**config.mk**
```make
export PLATFORM = sky130hd
export DESIGN_NAME = fetch_issue_queue
export DESIGN_NICKNAME = d
export VERILOG_FILES = /design/src/rtl/fetch_issue_queue.sv
export SDC_FILE = /design/constraint.sdc
export NUM_CORES = 1
export LEC_CHECK = 0
export CELL_PAD_IN_SITES_DETAIL_PLACEMENT = 0
export CELL_PAD_IN_SITES_GLOBAL_PLACEMENT = 1
export CORE_MARGIN = 1.5
export CORE_UTILIZATION = 45
export DETAILED_ROUTE_END_ITERATION = 6
export PLACE_DENSITY_LB_ADDON = 0.1
export RECOVER_POWER = 25
export SLEW_MARGIN = 20
export SYNTH_ARGS = -nofsm -noshare
export SYNTH_HDL_FRONTEND = slang
export SYNTH_SLANG_ARGS = --single-unit
```
**constraint.sdc**
```tcl
create_clock -name clk -period 26.5 [get_ports clk]
set_input_delay 2.65 -clock clk [delete_from_list [all_inputs] [get_ports clk]]
set_output_delay 2.65 -clock clk [all_outputs]
set_load 0.01 [all_outputs]
```
**src/rtl/fetch_issue_queue.sv**
```systemverilog
// Dual-issue fetch queue feeding the IF/ID decode slot pair.
// Ports: fetch push (2 wide), stall/conflict/flush retire control,
// two issue slots with inst/pc/rs fields, fetch_ready and count.
module fetch_issue_queue #(
  parameter int DEPTH = 8,
  parameter int XLEN = 32,
  parameter logic [XLEN-1:0] NOP_INST = 'h13
) (
  input  logic            clk,
  input  logic            rst,
  input  logic            fetch_valid_0,
  input  logic            fetch_valid_1,
  input  logic [XLEN-1:0] fetch_inst_0,
  input  logic [XLEN-1:0] fetch_inst_1,
  input  logic [XLEN-1:0] fetch_pc,
  output logic            fetch_ready,
  input  logic            stall,
  input  logic            dual_issue_conflict,
  input  logic            flush,
  output logic            if_id_valid_0,
  output logic            if_id_valid_1,
  output logic [XLEN-1:0] if_id_inst_0,
  output logic [XLEN-1:0] if_id_inst_1,
  output logic [XLEN-1:0] if_id_pc_0,
  output logic [XLEN-1:0] if_id_pc_1,
  output logic [4:0]      if_id_rs1_0,
  output logic [4:0]      if_id_rs2_0,
  output logic [4:0]      if_id_rs1_1,
  output logic [4:0]      if_id_rs2_1,
  output logic [$clog2(DEPTH):0] count
);

  localparam int PW = $clog2(DEPTH);
  localparam int CW = PW + 1;

  logic [XLEN-1:0] inst_q [DEPTH];
  logic [XLEN-1:0] pc_q   [DEPTH];

  logic [PW-1:0] rd_ptr;
  logic [PW-1:0] wr_ptr;
  logic [PW-1:0] rd_ptr_1;
  logic [PW-1:0] wr_ptr_1;
  logic [CW-1:0] count_q;

  logic [1:0] push_n;
  logic [1:0] pop_n;

  logic [XLEN-1:0] raw_0;
  logic [XLEN-1:0] raw_1;

  assign rd_ptr_1 = rd_ptr + PW'(1);
  assign wr_ptr_1 = wr_ptr + PW'(1);

  assign count         = count_q;
  assign if_id_valid_0 = (count_q != '0);
  assign if_id_valid_1 = (count_q >= CW'(2));

  // Only registered count: no same-cycle pop credit, so no overflow.
  assign fetch_ready = (count_q <= CW'(DEPTH - 2));

  always_comb begin
    push_n = 2'd0;
    if (fetch_valid_0 && fetch_ready)
      push_n = fetch_valid_1 ? 2'd2 : 2'd1;
  end

  always_comb begin
    pop_n = 2'd0;
    if (!flush && !stall)
      pop_n = {1'b0, if_id_valid_0}
            + {1'b0, if_id_valid_1 & ~dual_issue_conflict};
  end

  assign raw_0 = inst_q[rd_ptr];
  assign raw_1 = inst_q[rd_ptr_1];

  assign if_id_inst_0 = if_id_valid_0 ? raw_0 : NOP_INST;
  assign if_id_inst_1 = if_id_valid_1 ? raw_1 : NOP_INST;
  assign if_id_pc_0   = if_id_valid_0 ? pc_q[rd_ptr]   : '0;
  assign if_id_pc_1   = if_id_valid_1 ? pc_q[rd_ptr_1] : '0;

  assign if_id_rs1_0 = if_id_valid_0 ? raw_0[19:15] : '0;
  assign if_id_rs2_0 = if_id_valid_0 ? raw_0[24:20] : '0;
  assign if_id_rs1_1 = if_id_valid_1 ? raw_1[19:15] : '0;
  assign if_id_rs2_1 = if_id_valid_1 ? raw_1[24:20] : '0;

  // Storage is deliberately not reset.
  always_ff @(posedge clk) begin
    if (!flush && push_n != 2'd0) begin
      inst_q[wr_ptr] <= fetch_inst_0;
      pc_q[wr_ptr]   <= fetch_pc;
    end
    if (!flush && push_n == 2'd2) begin
      inst_q[wr_ptr_1] <= fetch_inst_1;
      pc_q[wr_ptr_1]   <= fetch_pc + XLEN'(4);
    end
  end

  always_ff @(posedge clk or posedge rst) begin
    if (rst) begin
      rd_ptr  <= '0;
      wr_ptr  <= '0;
      count_q <= '0;
    end else if (flush) begin
      rd_ptr  <= '0;
      wr_ptr  <= '0;
      count_q <= '0;
    end else begin
      rd_ptr  <= rd_ptr + PW'(pop_n);
      wr_ptr  <= wr_ptr + PW'(push_n);
      count_q <= count_q + CW'(push_n) - CW'(pop_n);
    end
  end

endmodule

```
==> qor.yml <==
cts_buffers: 59
yosysMostFrequentCell: "nand2_1"
reg2reg_setup_slack_ps: 20340
drt_pass1_iterations: 6
rr_startpoint: "count[3]"
ys_types: 47
min_period_ps: 8380
finalWirelength_mm: 106
io-pin-count: 258
grt_pass1_vias: 22685
via_per_inst: 5.90
cts_setup_buffers: 0
hold_path.class: "reg2reg"
clk_pin_slew_ps: 60
yosys.area_share.simple_pct: 16.9
ir_drop_v: 0.0000681
io_buffers: 257
worstSetupPathType: "in2reg"
crit_path_end: "pc_q[7][28]"
synth_top_family_by_area: "multiplexers"
num_vias: 22864
power.total_mw: 2.99
dieArea_um2: 71800
netlist_top_cells_count: "1044 x nand2_1, 512 x edfxtp_1, 256 x mux4_2"
wl_met1_mm: 43.0
syn_inst: 2815
yosysTopAreaCell: "edfxtp_1"
grt_usage_pct: 29.7
powerDensity_nw_per_um2: 82.4
routed.top_layer: "met5"
yosys_warnings: 0
finalClockSkew_ps: 9.25
rows: 96
dr_wl_met2_mm: 50.4
numClockSinks: 522
cts_hold_buffers: 0
synthAdderAreaFrac_pct: 0.729
insertion_delay_ps: 630
tightest_slew_ps: 4730
core_area_um2: 69100
synth_xor_area_share_pct: 6.68
crit_path_end_kind: "flip-flop"
cts_htree_levels: 2
ys.flop_type: "edfxtp_1"
rsz0062_at_grt: "false"
drcViolationCount: 0
syn_nets: 2934
wl_met3_mm: 10.1
synth_area_leaders: "edfxtp_1 49%, mux4_2 18%, nand2_1 12%, xnor2_1 3.7%, xor2_1 2.9%"
overflow: 0
synth-edff-count: 512
antenna_found_initial: 10
violations: "max-capacitance violations, max-slew violations"
cp_max_fo: 49
die_h_um: 268
final_max_slew_viol_count: 509
rr_endpoint: "pc_q[7][28]"
async_flop_share_pct: 1.92
fmax_ghz: 0.119
required_ps: 26850
gp_congestion: 0.823
synth_compound_area_share_pct: 1.26
drtIter0Drc: 2478
drive_above_1_share_pct: 14.4
critPathLaunch: "flush"
leakagePower_nw: 12.5
cts_tree: "built"
setup_viol: 0
max_slew_margin_pct: -216
fin_nets: 3019
cp.arrival_ps: 8740
die_w_um: 268
status: "finished with violations"
start_kind: "input pin"
grt_pass1_wl_mm: 154
cts_buffer_depth: 3
synthMuxAreaShare_pct: 20.3
start_util_pct: 45.7
wl_per_cell_um: 27.4
yosysSeqAreaShare_pct: 49.5
nFillCells: 5969
yosysTopAreaCellShare_pct: 48.7
place_hpwl_mm: 60.3
finalCritPeriodShare_pct: 31.6
tns_ps: 0
syn_area_per_cell_um2: 11.2
r2r_cells: 8
drtAntennaViolNets: 0
max_cap_viol_count: 15
area_delta_synth_final_pct: 14.9
hold_viol: 0
synthesis.area_um2: 31600
ctsResizeCount: 0
clk_root_buffer_cell: "clkbuf_16"
ys_ff_latch: 522
grt_max_degree: 155
-- logic make-up (layout without fill, tap and decap cells) --
kind of cell / count (synthesis) / count (layout)
buffers and inverters: 313 / 440
AO/OA/AOI/OAI: 74 / 74
multiplexers: 320 / 320
AND/OR/NAND/NOR: 1330 / 1330
flip-flops: 522 / 522
adder cells (fa/ha/maj): 16 / 16
XOR/XNOR: 240 / 240
other: 0 / 4
-- where the power goes --
part,switching (mW),total (mW),internal (mW)
combinational,0.622,1.20,0.580
sequential,0.0372,0.995,0.957
clock,0.333,0.797,0.464
total,0.992,2.99,2.00
-- critical path: stages --
cell	delay [ps]
dlygate4sd3_1	910
a311o_1	190
clkbuf_1	790
or3_2	280
clkbuf_1	3210
nor2_1	270
xor2_1	300
-- flip-flops by register name (all words and copies together), names as in the netlist --
signal,cells
wr_ptr,3
rd_ptr,3
inst_q,256
pc_q,256
count,4
-- through the flow --
stage | utilization, % | setup WS (ps) | hold slack, ps | instances | cell area [um2]
3_5_place_dp | 50.1 | 19400 | 760 | 3769 | 34600
2_1_floorplan | - | 15980 | 612 | 2815 | 31600
5_1_grt | 52.6 | 18110 | 854 | 3876 | 36300
6_report | 52.6 | 18120 | 795 | 3877 | 36300
3_3_place_gp | 50.0 | 19490 | 784 | 3767 | 34600
4_1_cts | 52.7 | 18730 | 792 | 3872 | 36400
-- cells in the final DEF (no fill, tap or decap), types with 16 or more instances in the layout --
cell type and n:
a21oi_1 62, edfxtp_1 512, mux4_2 256, mux2i_1 64
buf_4 41, nor2_1 179, clkbuf_1 29, xor2_1 103
nand2_1 1044, xnor2_1 134, nand3_1 19, clkdlybuf4s50_1 246
clkbuf_16 61, nand4_1 16
-- area by class of cell --
| cell class | count | area [um2] | share of cell area (%) |
|---|---|---|---|
| Multi-Input combinational cell | 1980 | 14600 | 40.1 |
| Tap cell | 931 | 1160 | 3.21 |
| Sequential cell | 522 | 15600 | 43.1 |
| Timing Repair Buffer | 319 | 3030 | 8.35 |
| Inverter | 18 | 67.6 | 0.186 |
| Clock buffer | 73 | 1570 | 4.33 |
| Antenna cell | 4 | 10.0 | 0.0276 |
| Clock inverter | 30 | 264 | 0.727 |
-- per-layer routing --
layer	up-vias	GRT usage, %
met5	-	0
met2	1172	48.6
li1	9940	-
met1	11539	41.3
met4	14	7.97
met3	199	4.94
-- worst min path at each step --
| stage | from | end | cells past startpoint |
|---|---|---|---|
| 6_report | count[0] | count[0] | 2 |
| 5_1_grt | count[0] | count[0] | 2 |
| 4_1_cts | count[0] | count[0] | 2 |
| 3_5_place_dp | count[0] | count[0] | 2 |
| 3_3_place_gp | count[0] | count[0] | 2 |
| 2_1_floorplan | rd_ptr[0] | rd_ptr[0] | 2 |
Power figures use the tool's default switching activity.
